## src/rtl/battle_sequencer_pkg.sv

```systemverilog
// Shared types and constants for the battle-screen turn/phase sequencer.
// Optional VICTORY_EN adds the VICTORY state encoding.
package battle_pkg;

`ifdef VICTORY_EN
   typedef enum logic [2:0] {
      ST_PLAY,
      ST_OVER_IDLE,
      ST_OVER_BREAK,
      ST_OVER_SHATTER,
      ST_OVER_FADE,
      ST_VICTORY
   } state_t;
`else
   typedef enum logic [2:0] {
      ST_PLAY,
      ST_OVER_IDLE,
      ST_OVER_BREAK,
      ST_OVER_SHATTER,
      ST_OVER_FADE
   } state_t;
`endif

   localparam logic [1:0] ANIM_IDLE    = 2'd0;
   localparam logic [1:0] ANIM_BREAK   = 2'd1;
   localparam logic [1:0] ANIM_SHATTER = 2'd2;
   localparam logic [1:0] ANIM_FADE    = 2'd3;

   localparam int NIBBLE_W = 4;
   localparam int COLOR_W  = 3 * NIBBLE_W;

   function automatic logic [NIBBLE_W-1:0] sat_inc(input logic [NIBBLE_W-1:0] nib);
      return (nib == '1) ? nib : nib + NIBBLE_W'(1);
   endfunction

endpackage

```

## src/rtl/battle_sequencer_if.sv

```systemverilog
// Battle-sequencer signal bundle: raster position, phase-engine levels in, selects/strobes out.
// master = sequencer side, slave = caller side; no handshake, all levels/pulses.
interface battle_sequencer_if #(
   parameter int NUM_PHASES = 3,
   parameter int NUM_TURNS  = 10
);
   localparam int PH_W = $clog2(NUM_PHASES);
   localparam int TU_W = $clog2(NUM_TURNS + 1);

   logic [10:0]           hcount_in;
   logic [9:0]            vcount_in;
   logic [NUM_PHASES-1:0] finish_in;
   logic                  game_over_in;
   logic                  win_in;
   logic [PH_W-1:0]       phase_out;
   logic [TU_W-1:0]       turn_out;
   logic                  round_rst_out;
   logic                  over_out;
   logic [1:0]            anim_phase_out;
   logic                  divided_out;
   logic                  fall_apart_valid_out;
   logic [11:0]           font_color_out;
   logic                  victory_out;

   modport master (
      input  hcount_in, vcount_in, finish_in, game_over_in, win_in,
      output phase_out, turn_out, round_rst_out, over_out, anim_phase_out,
             divided_out, fall_apart_valid_out, font_color_out, victory_out
   );

   modport slave (
      output hcount_in, vcount_in, finish_in, game_over_in, win_in,
      input  phase_out, turn_out, round_rst_out, over_out, anim_phase_out,
             divided_out, fall_apart_valid_out, font_color_out, victory_out
   );
endinterface

```

## src/rtl/battle_sequencer_fade_ramp.sv

```systemverilog
// Text fade: counts frame strobes while enabled, every FADE_FRAMES-th bumps masked nibbles (saturating).
// Colour updates on the clock edge that samples the qualifying strobe; no backpressure.
module fade_ramp
   import battle_pkg::*;
#(
   parameter int         FADE_FRAMES = 8,
   parameter logic [2:0] MASK        = 3'b111
) (
   input  logic               clk,
   input  logic               rst,
   input  logic               i_en,
   input  logic               i_strobe,
   output logic [COLOR_W-1:0] o_color
);
   localparam int FR_W = $clog2(FADE_FRAMES + 1);
   localparam logic [FR_W-1:0] FR_LAST = FR_W'(FADE_FRAMES - 1);

   logic [FR_W-1:0]    r_frame;
   logic [COLOR_W-1:0] r_color;

   always_ff @(posedge clk) begin
      if (rst) begin
         r_frame <= '0;
         r_color <= '0;
      end else if (i_en && i_strobe) begin
         if (r_frame == FR_LAST) begin
            r_frame <= '0;
            for (int i = 0; i < 3; i++) begin
               if (MASK[i])
                  r_color[i*NIBBLE_W +: NIBBLE_W] <= sat_inc(r_color[i*NIBBLE_W +: NIBBLE_W]);
            end
         end else begin
            r_frame <= r_frame + FR_W'(1);
         end
      end
   end

   assign o_color = r_color;
endmodule

```

## src/rtl/battle_sequencer.sv

```systemverilog
// Battle-screen turn/phase controller plus timed game-over animation; optional VICTORY_EN state.
// All outputs registered, one-cycle response to input rises; no backpressure.
module battle_sequencer
   import battle_pkg::*;
#(
   parameter int NUM_PHASES     = 3,
   parameter int NUM_TURNS      = 10,
   parameter int IDLE_CYCLES    = 65000000,
   parameter int BREAK_CYCLES   = 130000000,
   parameter int SHATTER_CYCLES = 130000000,
   parameter int FADE_FRAMES    = 8,
   parameter int COUNT_W        = 32
) (
   input  logic              clk,
   input  logic              rst,
   battle_sequencer_if.master bus
);
   localparam int PH_W = $clog2(NUM_PHASES);
   localparam int TU_W = $clog2(NUM_TURNS + 1);
   localparam logic [PH_W-1:0]    PH_LAST      = PH_W'(NUM_PHASES - 1);
   localparam logic [TU_W-1:0]    TU_LAST      = TU_W'(NUM_TURNS - 1);
   localparam logic [COUNT_W-1:0] IDLE_LAST    = COUNT_W'(IDLE_CYCLES - 1);
   localparam logic [COUNT_W-1:0] BREAK_LAST   = COUNT_W'(BREAK_CYCLES - 1);
   localparam logic [COUNT_W-1:0] SHATTER_LAST = COUNT_W'(SHATTER_CYCLES - 1);

   state_t                r_state;
   logic [COUNT_W-1:0]    r_timer;
   logic [NUM_PHASES-1:0] r_finish_q;
   logic                  r_go_q;
   logic [PH_W-1:0]       r_phase;
   logic [TU_W-1:0]       r_turn;
   logic                  r_round_rst;
   logic                  r_over;
   logic [1:0]            r_anim;
   logic                  r_divided;
   logic                  r_fall;
   logic                  r_victory;

   logic [NUM_PHASES-1:0] w_fin_rise;
   logic                  w_go_rise;
   logic                  w_strobe;
   logic [COLOR_W-1:0]    w_over_color;

   assign w_fin_rise = bus.finish_in & ~r_finish_q;
   assign w_go_rise  = bus.game_over_in & ~r_go_q;
   assign w_strobe   = (bus.hcount_in == 11'd0) && (bus.vcount_in == 10'd0);

`ifdef VICTORY_EN
   logic               r_win_q;
   logic               w_win_rise;
   logic [COLOR_W-1:0] w_vic_color;

   assign w_win_rise = bus.win_in & ~r_win_q;

   always_ff @(posedge clk) begin
      if (rst) r_win_q <= 1'b0;
      else     r_win_q <= bus.win_in;
   end

   fade_ramp #(.FADE_FRAMES(FADE_FRAMES), .MASK(3'b010)) u_vic_ramp (
      .clk(clk), .rst(rst), .i_en(r_state == ST_VICTORY), .i_strobe(w_strobe), .o_color(w_vic_color)
   );
   // Only one ramp is ever enabled, the other stays at zero.
   assign bus.font_color_out = w_over_color | w_vic_color;
`else
   assign bus.font_color_out = w_over_color;
`endif

   fade_ramp #(.FADE_FRAMES(FADE_FRAMES), .MASK(3'b111)) u_over_ramp (
      .clk(clk), .rst(rst), .i_en(r_state == ST_OVER_FADE), .i_strobe(w_strobe), .o_color(w_over_color)
   );

   always_ff @(posedge clk) begin
      if (rst) begin
         r_state     <= ST_PLAY;
         r_timer     <= '0;
         r_finish_q  <= '0;
         r_go_q      <= 1'b0;
         r_phase     <= '0;
         r_turn      <= '0;
         r_round_rst <= 1'b0;
         r_over      <= 1'b0;
         r_anim      <= ANIM_IDLE;
         r_divided   <= 1'b0;
         r_fall      <= 1'b0;
         r_victory   <= 1'b0;
      end else begin
         r_finish_q  <= bus.finish_in;
         r_go_q      <= bus.game_over_in;
         r_round_rst <= 1'b0;
         case (r_state)
            ST_PLAY: begin
               if (w_go_rise) begin
                  r_state <= ST_OVER_IDLE;
                  r_timer <= '0;
                  r_over  <= 1'b1;
                  r_anim  <= ANIM_IDLE;
               end
`ifdef VICTORY_EN
               else if (w_win_rise) begin
                  r_state   <= ST_VICTORY;
                  r_victory <= 1'b1;
                  r_anim    <= ANIM_FADE;
               end
`endif
               // The round-reset cycle lets phase engines clear before any new finish counts.
               else if (!r_round_rst && w_fin_rise[r_phase]) begin
                  if (r_phase != PH_LAST) begin
                     r_phase <= r_phase + PH_W'(1);
                  end else begin
                     r_phase     <= '0;
                     r_turn      <= (r_turn == TU_LAST) ? '0 : r_turn + TU_W'(1);
                     r_round_rst <= 1'b1;
                  end
               end
            end
            ST_OVER_IDLE: begin
               if (r_timer == IDLE_LAST) begin
                  r_state   <= ST_OVER_BREAK;
                  r_timer   <= '0;
                  r_anim    <= ANIM_BREAK;
                  r_divided <= 1'b1;
               end else begin
                  r_timer <= r_timer + COUNT_W'(1);
               end
            end
            ST_OVER_BREAK: begin
               if (r_timer == BREAK_LAST) begin
                  r_state <= ST_OVER_SHATTER;
                  r_timer <= '0;
                  r_anim  <= ANIM_SHATTER;
                  r_fall  <= 1'b1;
               end else begin
                  r_timer <= r_timer + COUNT_W'(1);
               end
            end
            ST_OVER_SHATTER: begin
               if (r_timer == SHATTER_LAST) begin
                  r_state   <= ST_OVER_FADE;
                  r_timer   <= '0;
                  r_anim    <= ANIM_FADE;
                  r_fall    <= 1'b0;
                  r_divided <= 1'b0;
               end else begin
                  r_timer <= r_timer + COUNT_W'(1);
               end
            end
            default: ;
         endcase
      end
   end

   assign bus.phase_out            = r_phase;
   assign bus.turn_out             = r_turn;
   assign bus.round_rst_out        = r_round_rst;
   assign bus.over_out             = r_over;
   assign bus.anim_phase_out       = r_anim;
   assign bus.divided_out          = r_divided;
   assign bus.fall_apart_valid_out = r_fall;
   assign bus.victory_out          = r_victory;
endmodule

```

## src/flat_wrapper.sv

```systemverilog
// flat-port wrapper written by rule: the top's interface ports become plain ports
module battle_sequencer_flat import battle_pkg::*;
#(
   parameter int NUM_PHASES     = 3,
   parameter int NUM_TURNS      = 10,
   parameter int IDLE_CYCLES    = 65000000,
   parameter int BREAK_CYCLES   = 130000000,
   parameter int SHATTER_CYCLES = 130000000,
   parameter int FADE_FRAMES    = 8,
   parameter int COUNT_W        = 32
)
  (clk, rst, bus_hcount_in, bus_vcount_in, bus_finish_in, bus_game_over_in, bus_win_in, bus_phase_out, bus_turn_out, bus_round_rst_out, bus_over_out, bus_anim_phase_out, bus_divided_out, bus_fall_apart_valid_out, bus_font_color_out, bus_victory_out);
  battle_sequencer_if #(.NUM_PHASES(NUM_PHASES), .NUM_TURNS(NUM_TURNS)) bus_i ();
  input  logic clk;
  input  logic rst;
  input wire logic [$bits(bus_i.hcount_in)-1:0] bus_hcount_in;
  input wire logic [$bits(bus_i.vcount_in)-1:0] bus_vcount_in;
  input wire logic [$bits(bus_i.finish_in)-1:0] bus_finish_in;
  input wire logic [$bits(bus_i.game_over_in)-1:0] bus_game_over_in;
  input wire logic [$bits(bus_i.win_in)-1:0] bus_win_in;
  output wire logic [$bits(bus_i.phase_out)-1:0] bus_phase_out;
  output wire logic [$bits(bus_i.turn_out)-1:0] bus_turn_out;
  output wire logic [$bits(bus_i.round_rst_out)-1:0] bus_round_rst_out;
  output wire logic [$bits(bus_i.over_out)-1:0] bus_over_out;
  output wire logic [$bits(bus_i.anim_phase_out)-1:0] bus_anim_phase_out;
  output wire logic [$bits(bus_i.divided_out)-1:0] bus_divided_out;
  output wire logic [$bits(bus_i.fall_apart_valid_out)-1:0] bus_fall_apart_valid_out;
  output wire logic [$bits(bus_i.font_color_out)-1:0] bus_font_color_out;
  output wire logic [$bits(bus_i.victory_out)-1:0] bus_victory_out;
  assign bus_i.hcount_in = bus_hcount_in;
  assign bus_i.vcount_in = bus_vcount_in;
  assign bus_i.finish_in = bus_finish_in;
  assign bus_i.game_over_in = bus_game_over_in;
  assign bus_i.win_in = bus_win_in;
  assign bus_phase_out = bus_i.phase_out;
  assign bus_turn_out = bus_i.turn_out;
  assign bus_round_rst_out = bus_i.round_rst_out;
  assign bus_over_out = bus_i.over_out;
  assign bus_anim_phase_out = bus_i.anim_phase_out;
  assign bus_divided_out = bus_i.divided_out;
  assign bus_fall_apart_valid_out = bus_i.fall_apart_valid_out;
  assign bus_font_color_out = bus_i.font_color_out;
  assign bus_victory_out = bus_i.victory_out;
  battle_sequencer #(.NUM_PHASES(NUM_PHASES), .NUM_TURNS(NUM_TURNS), .IDLE_CYCLES(IDLE_CYCLES), .BREAK_CYCLES(BREAK_CYCLES), .SHATTER_CYCLES(SHATTER_CYCLES), .FADE_FRAMES(FADE_FRAMES), .COUNT_W(COUNT_W)) u_core (.clk(clk), .rst(rst), .bus(bus_i));
endmodule
```

## config.mk

```make
export PLATFORM = sky130hd
export DESIGN_NAME = battle_sequencer_flat
export DESIGN_NICKNAME = d
export VERILOG_FILES = /design/src/rtl/battle_sequencer_pkg.sv /design/src/rtl/battle_sequencer_if.sv /design/src/rtl/battle_sequencer_fade_ramp.sv /design/src/rtl/battle_sequencer.sv /design/src/flat_wrapper.sv
export SDC_FILE = /design/constraint.sdc
export NUM_CORES = 1
export LEC_CHECK = 0
export ABC_CLOCK_PERIOD_IN_PS = 3490
export BUFFER_PORTS_ARGS = -buffer_cell sky130_fd_sc_hd__buf_2
export CAP_MARGIN = 10
export CORE_MARGIN = 3
export CORE_UTILIZATION = 53
export DETAILED_ROUTE_END_ITERATION = 10
export PLACE_DENSITY = 0.86
export SYNTH_ARGS = -nofsm -noshare
export SYNTH_HDL_FRONTEND = slang
export SYNTH_SLANG_ARGS = --single-unit
```

## constraint.sdc

```tcl
create_clock -name clk -period 3.49 [get_ports clk]
set_clock_uncertainty 0.1 [all_clocks]
set_input_delay 0.698 -clock clk [delete_from_list [all_inputs] [get_ports clk]]
set_output_delay 0.698 -clock clk [all_outputs]
set_load 0.01 [all_outputs]
```

# [After elaboration in Yosys (flattened, before gate mapping)]
# Cells that the tools add are included.
[word_totals] latchBits=0 rom_bits=0 input_bits=28 word_cells=98 memories=0 ram_bits=0 ff_bits=67
[classes] shifts=0 n_bitwise=11 n_div=0 reduce_logical=23 add_sub_neg=7 order_cmp=1 mux=25 multipliers=0 n_eq_ne=16
[ops] cell="$mux 32" count=3
[ops] cell="$pmux 32 s3" count=1
[ops] cell="$add 32x1->32 const B" count=1
[ops] cell="$eq 32x26->1 const B" count=1
[ops] cell="$eq 32x27->1 const B" count=1
[ops] cell="$add 4x1->4 const B" count=5
[ops] cell="$reduce_and 3->1" count=6
[ops] cell="$eq 4x4->1 const B" count=4
[ops] cell="$mux 3" count=4
[ops] cell="$pmux 3 s4" count=1
[ops] cell="$logic_not 11->1" count=1
[ops] cell="$logic_not 10->1" count=1
[ops] cell="$mux 2" count=5
[ops] cell="$mux 4" count=2
[ops] cell="$ne 2x1->1 const B" count=4
[ops] cell="$not 1->1" count=8
[ops] cell="$pmux 2 s4" count=1
[ops] cell="$eq 3x2->1 const B" count=2
[ops] cell="$mux 1" count=5
[ops] cell="$reduce_and 5->1" count=1
[ops] cell="$eq 4x3->1 const B" count=1
[ops] cell="$pmux 1 s2" count=2
[ops] cell="$reduce_and 2->1" count=2
[ops] cell="$reduce_and 4->1" count=1
[ops] cell="other kinds (17)" count=20

# [Depth between registers and ports, before layout]
# Gate-level depths: netlist of run 1.
[logic_depth] word_depth=7 mapped_depth=8

# [Hierarchy]
# A second synthesis of run 1 with hierarchy kept.
[unflattened] hier_cells=394 area_unflattened_um2=3373.2
[modules_own_cells] mod="battle_sequencer" area_each_um2=2528.7 cells_each=307 n_inst=1 seq_area_each_um2=1021.0
[modules_own_cells] mod="fade_ramp" area_each_um2=844.6 cells_each=87 n_inst=1 seq_area_each_um2=320.3

# [Worst setup path after synthesis of run 1]
# OpenSTA, ideal clock, no wires.
[synth_path] path_type="input to register" start="in bus_vcount_in[7]" end="reg u_core.u_over_ramp.r_color[11] (netlist: u_core.u_over_ramp.o_color[11])" path_stages=6 t_required_ns=3.310 arrival_ns=2.043 slack_ns=1.267 path_buffers=1 setup_ns=0.080 cell_sequence="nor4_1 -> nand4_2 -> nor4_4 -> buf_6 -> a21oi_2 -> a211oi_2"
[synth_between] elab_chain_cells=4
[synth_lines] element="start: declaration" line="flat_wrapper.sv:17" source="input wire logic [$bits(bus_i.vcount_in)-1:0] bus_vcount_in;"
[synth_lines] element="$logic_not 10->1" line="battle_sequencer.sv:46" source="assign w_strobe = (bus.hcount_in == 11'd0) && (bus.vcount_in == 10'd0);"
[synth_lines] element="$logic_and 1x1->1" line="battle_sequencer.sv:46"
[synth_lines] element="$logic_and 1x1->1" line="battle_sequencer_fade_ramp.sv:25" source="end else if (i_en && i_strobe) begin"
[synth_lines] element="$reduce_and 3->1 (no line)"
[synth_lines] element="end signal: indexed assignment" line="battle_sequencer_fade_ramp.sv:30" source="r_color[i*NIBBLE_W +: NIBBLE_W] <= sat_inc(r_color[i*NIBBLE_W +: NIBBLE_W]);"
[synth_lines] element="end: declaration" line="battle_sequencer_fade_ramp.sv:19" source="logic [COLOR_W-1:0] r_color;"
# No other way between the ends.
# A chain may end at the register's enable or synchronous reset.

# [Final worst setup path of run 1]
[layout_path] start="reg u_core.r_timer[7]" end="reg u_core.r_anim[1] (netlist: u_core.bus.anim_phase_out[1])"
[layout_between] elab_chain_cells=3 word_cells_on_any_way=6 classes_between="eq/ne (5); reduce/logical (1)"
[layout_lines] element="start: declaration" line="battle_sequencer.sv:27" source="logic [COUNT_W-1:0] r_timer;"
[layout_lines] element="start signal: assignment" line="battle_sequencer.sv:124" source="r_timer <= r_timer + COUNT_W'(1);"
[layout_lines] element="start signal: assignment" line="battle_sequencer.sv:134" source="r_timer <= r_timer + COUNT_W'(1);"
[layout_lines] element="start signal: assignment" line="battle_sequencer.sv:145" source="r_timer <= r_timer + COUNT_W'(1);"
[layout_lines] element="$eq 32x26->1 / $eq 32x27->1 (equally long branches)" line="battle_sequencer.sv:118, battle_sequencer.sv:128, battle_sequencer.sv:138"
[layout_lines] element="$ne 2x1->1 (no line)"
[layout_lines] element="$reduce_and 5->1 (no line) *"
[layout_lines] element="end signal: assignment" line="battle_sequencer.sv:121" source="r_anim <= ANIM_BREAK;"
[layout_lines] element="end signal: assignment" line="battle_sequencer.sv:131" source="r_anim <= ANIM_SHATTER;"
[layout_lines] element="end signal: assignment" line="battle_sequencer.sv:141" source="r_anim <= ANIM_FADE;"
[layout_lines] element="end: declaration" line="battle_sequencer.sv:34" source="logic [1:0] r_anim;"
# Every way passes the cells marked *; elsewhere a longest branch is shown, timed or not.

==> qor.yml, run 1 <==
clocking:
  cts-root-buf: "clkbuf_8"
  clk_pin_slew_ps: 80
  cts_setup_buffers: 0
  post_cts.resized_instances: 0
  cts_tree: "yes"
  cts.htree.levels: 3
  cts.sinks: 67
  cts_hold_buffers: 0
  number_of_buffers_added_by_the_clock_tree_synthesis_step: 9
  worst_skew_late_latency_ps: 350
  cts_max_path_buffers: 2
global_routing:
  grt_overflow_total: 0
  grt_first_pass_wirelength_um: 12700
  grt_util_met3_pct: 5.67
  global_route_met2_utilization_pct: 37.1
  globalRoute.busiestLayer: "met2"
  vias_in_the_first_global_route: 2856
  grt_util_met1_pct: 24.9
  grt_start_max_net_pins: 40
  grt.total_usage_pct: 21.2
  grt_antenna_before_repair: 0
sta:
  final_min_period_over_clock_period_pct: 76.5
  rsz_0062_raised_after_global_routing: "no"
  final-max-slew-violation-count: 0
  worst_margin_pin_slew_ps: 784
  final-hold-violation-count: 0
  fmax_mhz: 375
  setup_total_negative_slack_ps: 0
  worst_slew_margin_rel_pct: 47.3
  timing.final.crit_period_ps: 2670
  timing.final.setup_violations: 0
floorplanning:
  row_count: 28
  fp.coreArea_um2: 6030
  io_pins: 53
  fp.dieW_um: 85.7
  design.die.area_um2: 7340
  die-height_um: 85.7
  initial_core_util_pct: 55.9
placed_design:
  detailed_place_hpwl_um: 5290
  gp_congestion: 0.932
  io_buffers: 50
cells_and_area:
  num_antenna_cells: 0
  design.final.nets: 481
  layout-drive-gt1-share_pct: 19.0
  nFillCells: 512
  utilization_pct: 64.0
  area_delta_synth_final_pct: 14.5
routing:
  post_drt_wl_per_cell_um: 13.9
  finalWirelength_um: 7330
  detailroute.via_count: 3082
  ant_nets: 0
  drt_pass1_iterations: 5
  avg_vias_per_cell: 5.84
  drt_first_iter_violations: 148
  drt_drc_violations_left: 0
power:
  leakage_nw: 1.49
  maximum_ir_drop_on_the_vdd_rail_uv: 260
  powerDensity_nw_per_um2: 441
synth:
  synth.avg_cell_area_um2: 8.35
  yosys-top-cells-area: "dfxtp_1, nor2_1, nand2_1"
  net_count_after_synthesis: 436
  mappedNetlistArea_um2: 3370
  synth_ff_type: "dfxtp_1"
  netlist_instances: 403
  total_number_of_yosys_warnings: 0
  synth_async_sr_flop_share_pct: 0
  synth_top_area_cell: "dfxtp_1"
  synth_edf_count: 0
  synth_commonest_cells: "dfxtp_1, nor2_1, nand2_1, a21oi_1, nand3_1"
  yosys.cell_count.top_type: "dfxtp_1"
  synthDistinctLibCells: 55
  synth-seq-cells: 67
  post-synth-top-area-fraction_pct: 39.9
  synth_seq_area_share_pct: 39.9
setup_path:
  worst-r2r-cell-count: 6
  path_max_fanout: 14
  cp-end-kind: "register"
  criticalPathCategory: "reg -> reg"
  crit_required_ps: 3600
  startpoint_type: "register"
  cp.arrival_ps: 2780
hold_path:
  timing.hold.worst.class: "reg -> reg"
  worst_hold_path.num_cells: 2
status:
  status: "finished clean"
job:
  number_of_max_capacitance_violations_reported: 0
## path summary, 6_finish.rpt
kind / startpoint / to / slack [ps]
max reg2reg: u_core.r_timer[7] / u_core.bus.anim_phase_out[1] / 820
min reg2reg: u_core.bus.anim_phase_out[1] / u_core.bus.anim_phase_out[1] / 350
max: u_core.r_timer[7] / u_core.bus.anim_phase_out[1] / 820
min: u_core.bus.anim_phase_out[1] / u_core.bus.anim_phase_out[1] / 350
## report_power, final
group | internal (mW) | switching [mW] | leakage, nW
Combinational | 0.0623 | 0.117 | 0.837
Sequential | 0.782 | 0.0197 | 0.542
Clock | 0.407 | 0.313 | 0.110
## routing by layer
metal	share of wire, %	vias up
li1	-	1541
met1	42	1439
met2	49	92
met3	7.6	10
met4	1.4	0
met5	0	-
## final cells by class
type	instances	area (µm²)	share of cell area (%)
multi-input cells	310	1900	49.3
repair buffers	52	265	6.88
inverters	8	30.0	0.779
clock buffers	9	124	3.21
clock inverters	7	98.8	2.56
flip-flops and latches	67	1340	34.8
well taps	75	93.8	2.44
## flip-flops by register name, indices dropped and copies added (netlist names), 2 cells and up
name,flops
u_core.bus.anim_phase_out,2
u_core.r_finish_q,3
u_core.bus.phase_out,2
u_core.u_over_ramp.r_frame,4
u_core.r_timer,32
u_core.r_state,3
u_core.u_over_ramp.o_color,12
u_core.bus.turn_out,4
## placed cells by master (no fill, tap or decap), types with 3 or more instances in the layout
master	count
o21ai_1	4
nor2b_1	8
nor2_1	48
and2_1	6
a22oi_1	3
a21oi_1	23
nor3_2	3
a31oi_1	15
and4_1	6
buf_2	50
xor2_1	13
nand2b_1	8
and3_1	10
inv_1	8
nor3_1	10
nor4_1	8
nand4_1	14
a211oi_2	3
clkbuf_8	9
dfxtp_1	67
nand2_1	45
nand3_1	21
xnor2_1	7
or3_1	3
mux2i_1	4
o21ai_0	6
a21oi_2	3
ha_1	5
nor4bb_1	3
and4b_1	3
## worst max-delay path, stage by stage (launching register included)
cell     delay (ps)
dfxtp_1         370
nor4_1          420
nand4_1         230
o21ai_1         250
nand3_1         400
o21ai_2         610
o22ai_1         160
## cell families (layout without fill, tap and decap cells)
kind of cell | after synthesis | after routing | share of synthesized area (%)
and+or+nand+nor | 210 | 210 | 34.4
AOI/OAI and AO/OA | 70 | 70 | 13.7
DFF | 67 | 67 | 39.9
buffers and inverters | 26 | 76 | 3.68
xor gates and xnor gates | 20 | 20 | 5.20
adders and majority gates | 5 | 5 | 1.86
muxes | 4 | 4 | 1.19
other | 1 | 1 | 0.111
## through the flow
stage | power (mW) | hold WS [ps] | instance area, µm² | worst slack [ps] | instances
after floorplan | 0.951 | 335 | 3370 | 1270 | 403
after global placement | 0.990 | 342 | 3630 | 826 | 512
after detailed placement | 0.998 | 343 | 3630 | 745 | 512
after CTS | 1.72 | 357 | 3850 | 858 | 528
after global routing | 1.77 | 391 | 3850 | 544 | 528
final | 1.70 | 355 | 3850 | 821 | 528
(Power assumes the default switching activity.)
==> inputs of run 2 (changes only) <==
- ABC_CLOCK_PERIOD_IN_PS: 3490 -> 2500
- clock period: 3.49 -> 2.5 ns (I/O delays scaled with it)
==> qor.yml, run 2 (synthesis gave the netlist of run 1 again) <==
cells_and_area:
  num_antenna_cells: 0  # unchanged
  final_cells: 536  # was 528
  area_delta_synth_final_pct: 17.4  # was 14.5%
  finalInstanceArea_um2: 3950  # was 3850 µm²
  layout-drive-gt1-share_pct: 20.4  # was 19.0%
  design.final.nets: 489  # was 481
  layout_commonest_cell: "dfxtp_1"  # unchanged
  largest_register_ff_count: 32  # unchanged
  register_ranked_first_by_flip_flop_count: "u_core.r_timer"  # unchanged
  layout_common_cells: "dfxtp_1, buf_2, nor2_1, nand2_1, a21oi_1"  # unchanged
setup_path:
  critical_path.n_buffers_inverters: 0  # unchanged
  crit_slowest_cell: "a31oi_4"  # was o21ai_2
  cp_delay_by_family_top: "compound AO/OA/AOI/OAI gates"  # was simple AND/OR/NAND/NOR gates
  startpoint_type: "register"  # unchanged
  cp-end-kind: "register"  # unchanged
  crit_required_ps: 2670  # was 3600 ps
  path_max_fanout: 28  # was 14
  criticalPathCategory: "reg -> reg"  # unchanged
  worstPathCellList: "ha_1 > and2_1 > nand4_1 > o21ai_1 > a31oi_4 > a41oi_1 > a31oi_1"  # was nor4_1 > nand4_1 > o21ai_1 > nand3_1 > o21ai_2 > o22ai_1
  critPathMaxStageDelay_ps: 580  # was 610 ps
  cp.arrival_ps: 2470  # was 2780 ps
routing:
  drt_first_iter_violations: 163  # was 148
  ant_nets: 0  # unchanged
  post_drt_wl_per_cell_um: 14.2  # was 13.9 µm
  drt_drc_violations_left: 0  # unchanged
  finalWirelength_um: 7620  # was 7330 µm
  avg_vias_per_cell: 5.84  # about the same
  detailroute.via_count: 3131  # was 3082
  drt_pass1_iterations: 4  # was 5
floorplanning:
  io_pins: 53  # unchanged
  design.die.area_um2: 7340  # unchanged
  row_count: 28  # unchanged
  initial_core_util_pct: 55.9  # unchanged
  fp.coreArea_um2: 6030  # unchanged
  fp.dieW_um: 85.7  # unchanged
  die-height_um: 85.7  # unchanged
power:
  totalPowerFinal_mw: 2.53  # was 1.70 mW
  leakage_nw: 1.55  # was 1.49 nW
  maximum_ir_drop_on_the_vdd_rail_uv: 645  # was 260 µV
  power.share.switching_pct: 24.2  # was 26.4%
  seq_power_share_pct: 44.3  # was 47.2%
  clockPowerShare_pct: 45.0  # was 42.3%
  power.net_switching_mw: 0.613  # was 0.449 mW
  comb_power_share_pct: 10.7  # was 10.5%
  powerDensity_nw_per_um2: 640  # was 441 nW/µm²
  internal_power_mw: 1.92  # was 1.25 mW
clocking:
  cts_setup_buffers: 0  # unchanged
  clk_pin_slew_ps: 70  # was 80 ps
  cts_max_path_buffers: 2  # unchanged
  worst_skew_late_latency_ps: 340  # was 350 ps
  cts_hold_buffers: 0  # unchanged
  cts.htree.levels: 3  # unchanged
  number_of_buffers_added_by_the_clock_tree_synthesis_step: 9  # unchanged
  post_cts.resized_instances: 0  # unchanged
  cts_tree: "yes"  # unchanged
  cts.sinks: 67  # unchanged
  cts-root-buf: "clkbuf_8"  # unchanged
sta:
  rsz_0062_raised_after_global_routing: "no"  # unchanged
  timing.final.setup_violations: 0  # unchanged
  final_min_period_over_clock_period_pct: 92.0  # was 76.5%
  final-max-slew-violation-count: 0  # unchanged
  timing.final.crit_period_ps: 2300  # was 2670 ps
  setup_total_negative_slack_ps: 0  # unchanged
  worst_slew_margin_rel_pct: 54.6  # was 47.3%
  final-hold-violation-count: 0  # unchanged
  fmax_mhz: 435  # was 375 MHz
  worst_margin_pin_slew_ps: 681  # was 784 ps
  setup_slack_ps: 200  # was 821 ps
global_routing:
  grt_antenna_before_repair: 0  # unchanged
  grt_first_pass_wirelength_um: 12800  # was 12700 µm
  vias_in_the_first_global_route: 2977  # was 2856
  grt_start_max_net_pins: 30  # was 40
  grt_overflow_total: 0  # unchanged
  grt.total_usage_pct: 21.2  # about the same
placed_design:
  gp_congestion: 0.932  # unchanged
  detailed_place_hpwl_um: 5470  # was 5290 µm
  io_buffers: 50  # unchanged
  placed_cell_area_um2: 3690  # was 3630 µm²
  place_inst: 520  # was 512
  dpl_worst_slack_ps: 282  # was 745 ps
hold_path:
  timing.hold.worst.class: "in -> reg"  # was reg -> reg
status:
  status: "finished clean"  # unchanged
job:
  number_of_max_capacitance_violations_reported: 0  # unchanged
run 2: routing by layer:
layer	GRT usage [%]	vias to the layer above	wire length (µm)
met1	24.9	1464	3280
met5	0	-	0
met2	36.7	94	3740
met3	6.53	14	457
li1	-	1559	-
met4	7.05	0	134
run 2: worst paths after layout:
kind	end	slack [ps]	startpoint	cells past startpoint
max	u_core.r_timer[19]	200	u_core.r_timer[0]	7
max reg2reg	u_core.r_timer[19]	200	u_core.r_timer[0]	7
min	u_core.r_finish_q[0]	280	bus_finish_in[0]	2
min reg2reg	u_core.bus.anim_phase_out[1]	360	u_core.bus.anim_phase_out[1]	2
run 2: through the flow:
step | hold WS (ps) | utilization (%)
after floorplan | 335 | -
after global placement | 340 | 61.3
after detailed placement | 354 | 61.3
after CTS | 268 | 65.6
after global routing | 262 | 65.6
final | 277 | 65.6
run 2: area by class of cell:
class,count,area (µm²)
Sequential cell,67,1340
Fill cell,490,2080
Timing Repair Buffer,60,325
Clock inverter,5,108
Multi-Input combinational cell,310,1900
Tap cell,75,93.8
Inverter,8,30.0
Clock buffer,11,151
run 2: power groups by stage:
stage	sequential [mW]	clock, mW	combinational (mW)
2_1_floorplan	1.14	0	0.186
3_3_place_gp	1.14	0	0.258
3_5_place_dp	1.14	0	0.267
4_1_cts	1.12	1.16	0.269
5_1_grt	1.12	1.21	0.300
6_report	1.12	1.14	0.272
==> inputs of run 3 (changes only) <==
- CORE_MARGIN: 3 -> 1
==> qor.yml, run 3 (synthesis gave the netlist of run 1 again) <==
placed_design:
  detailed_place_hpwl_um: 5310  # was 5470 µm
  gp_congestion: 0.878  # was 0.932
  io_buffers: 50  # unchanged
routing:
  post_drt_wl_per_cell_um: 13.8  # was 14.2 µm
  drt_pass1_iterations: 4  # unchanged
  finalWirelength_um: 7400  # was 7620 µm
  avg_vias_per_cell: 5.77  # was 5.84
  drt_drc_violations_left: 0  # unchanged
  detailroute.via_count: 3097  # was 3131
  drt_first_iter_violations: 138  # was 163
  ant_nets: 0  # unchanged
floorplanning:
  initial_core_util_pct: 55.9  # unchanged
  io_pins: 53  # unchanged
  fp.coreArea_um2: 6030  # unchanged
  design.die.area_um2: 6670  # was 7340 µm²
  die-height_um: 81.7  # was 85.7 µm
  fp.dieW_um: 81.7  # was 85.7 µm
  row_count: 28  # unchanged
power:
  power.net_switching_mw: 0.622  # was 0.613 mW
  seq_power_share_pct: 45.1  # was 44.3%
  powerDensity_nw_per_um2: 630  # was 640 nW/µm²
  leakage_nw: 1.54  # was 1.55 nW
  comb_power_share_pct: 11.2  # was 10.7%
  maximum_ir_drop_on_the_vdd_rail_uv: 398  # was 645 µV
  internal_power_mw: 1.86  # was 1.92 mW
  power.share.switching_pct: 25.0  # was 24.2%
  clockPowerShare_pct: 43.7  # was 45.0%
global_routing:
  vias_in_the_first_global_route: 2789  # was 2977
  grt_first_pass_wirelength_um: 12100  # was 12800 µm
  grt_start_max_net_pins: 29  # was 30
  grt_overflow_total: 0  # unchanged
  grt.total_usage_pct: 23.5  # was 21.2%
  grt_antenna_before_repair: 0  # unchanged
hold_path:
  timing.hold.worst.class: "in -> reg"  # unchanged
status:
  status: "finished clean"  # unchanged
sta:
  final_min_period_over_clock_period_pct: 92.2  # was 92.0%
  worst_slew_margin_rel_pct: 53.1  # was 54.6%
  rsz_0062_raised_after_global_routing: "no"  # unchanged
  timing.final.crit_period_ps: 2310  # was 2300 ps
  fmax_mhz: 434  # was 435 MHz
  final-hold-violation-count: 0  # unchanged
  worst_margin_pin_slew_ps: 703  # was 681 ps
  final-max-slew-violation-count: 0  # unchanged
  timing.final.setup_violations: 0  # unchanged
  setup_total_negative_slack_ps: 0  # unchanged
clocking:
  cts_tree: "yes"  # unchanged
  cts.sinks: 67  # unchanged
  clk_pin_slew_ps: 80  # was 70 ps
  worst_skew_late_latency_ps: 340  # about the same
  cts.htree.levels: 3  # unchanged
  cts_max_path_buffers: 2  # unchanged
  number_of_buffers_added_by_the_clock_tree_synthesis_step: 9  # unchanged
  cts-root-buf: "clkbuf_8"  # unchanged
  cts_hold_buffers: 0  # unchanged
cells_and_area:
  nFillCells: 489  # was 490
  design.final.nets: 490  # was 489
  layout_common_cells: "dfxtp_1, buf_2, nor2_1, nand2_1, a21oi_1"  # unchanged
  largest_register_ff_count: 32  # unchanged
  layout_commonest_cell: "dfxtp_1"  # unchanged
  num_antenna_cells: 0  # unchanged
  layout-drive-gt1-share_pct: 20.6  # was 20.4%
  utilization_pct: 65.5  # was 65.6%
  area_delta_synth_final_pct: 17.2  # was 17.4%
  register_ranked_first_by_flip_flop_count: "u_core.r_timer"  # unchanged
setup_path:
  cp.arrival_ps: 2470  # about the same
  path_max_fanout: 28  # unchanged
  cp-end-kind: "register"  # unchanged
  crit_required_ps: 2670  # about the same
  startpoint_type: "register"  # unchanged
  criticalPathCategory: "reg -> reg"  # unchanged
job:
  number_of_max_capacitance_violations_reported: 0  # unchanged
## run 3: worst paths after layout
| kind | startpoint | end | slack, ps | cells past startpoint |
|---|---|---|---|---|
| worst max-delay path | u_core.r_timer[0] | u_core.r_timer[28] | 190 | 7 |
| worst min-delay path | bus_finish_in[2] | u_core.r_finish_q[2] | 290 | 2 |
| worst max register to register | u_core.r_timer[0] | u_core.r_timer[28] | 190 | 7 |
| worst min register to register | u_core.u_over_ramp.r_frame[3] | u_core.u_over_ramp.r_frame[3] | 360 | 2 |
## run 3: routing by layer
| metal | vias to the layer above | GRT usage [%] | part of all wire (%) | routed length, µm |
|---|---|---|---|---|
| met2 | 102 | 42.2 | 49 | 3600 |
| li1 | 1548 | - | - | - |
| met4 | 0 | 7.72 | 1.6 | 119 |
| met1 | 1437 | 26.8 | 43 | 3160 |
| met5 | - | 0 | 0 | 0 |
| met3 | 10 | 6.56 | 7.1 | 525 |
## run 3: repair_timing
action | 4_1_cts | 5_1_grt
setup buffers | 0 | 0
setup endpoints to repair | 0 | 1
gates resized for setup | 0 | 1
## run 3: through the flow
step / setup slack [ps] / std cells / hold WS [ps] / power [mW] / cell area, µm²
CTS: 223 / 537 / 281 / 2.51 / 3940
global placement: 352 / 521 / 344 / 1.40 / 3700
detailed placement: 260 / 521 / 351 / 1.42 / 3700
finish: 194 / 537 / 292 / 2.49 / 3950
floorplan: 475 / 403 / 335 / 1.33 / 3370
global route: 25.1 / 537 / 308 / 2.59 / 3950
## run 3: area by class of cell
class / count / area (µm²) / area share (%)
clock buffers: 10 / 128 / 3.23
clock inverters: 6 / 113 / 2.85
inverters: 8 / 30.0 / 0.761
multi-input cells: 310 / 1910 / 48.4
flip-flops and latches: 67 / 1340 / 34.0
well taps: 75 / 93.8 / 2.38
repair buffers: 61 / 333 / 8.43
## run 3: worst max-delay path: stages (launching register included)
cell and delay (ps):
dfxtp_1 350, ha_1 260, and2_1 170, nand4_1 160, o21ai_1 170, a31oi_4 600
o21ai_0 200, a31oi_1 210
## run 3: power groups by stage
stage	Combinational, mW	Clock [mW]	Sequential [mW]
2_1_floorplan	0.186	0	1.14
3_3_place_gp	0.262	0	1.14
3_5_place_dp	0.274	0	1.14
4_1_cts	0.278	1.11	1.12
5_1_grt	0.309	1.15	1.13
6_report	0.279	1.09	1.12
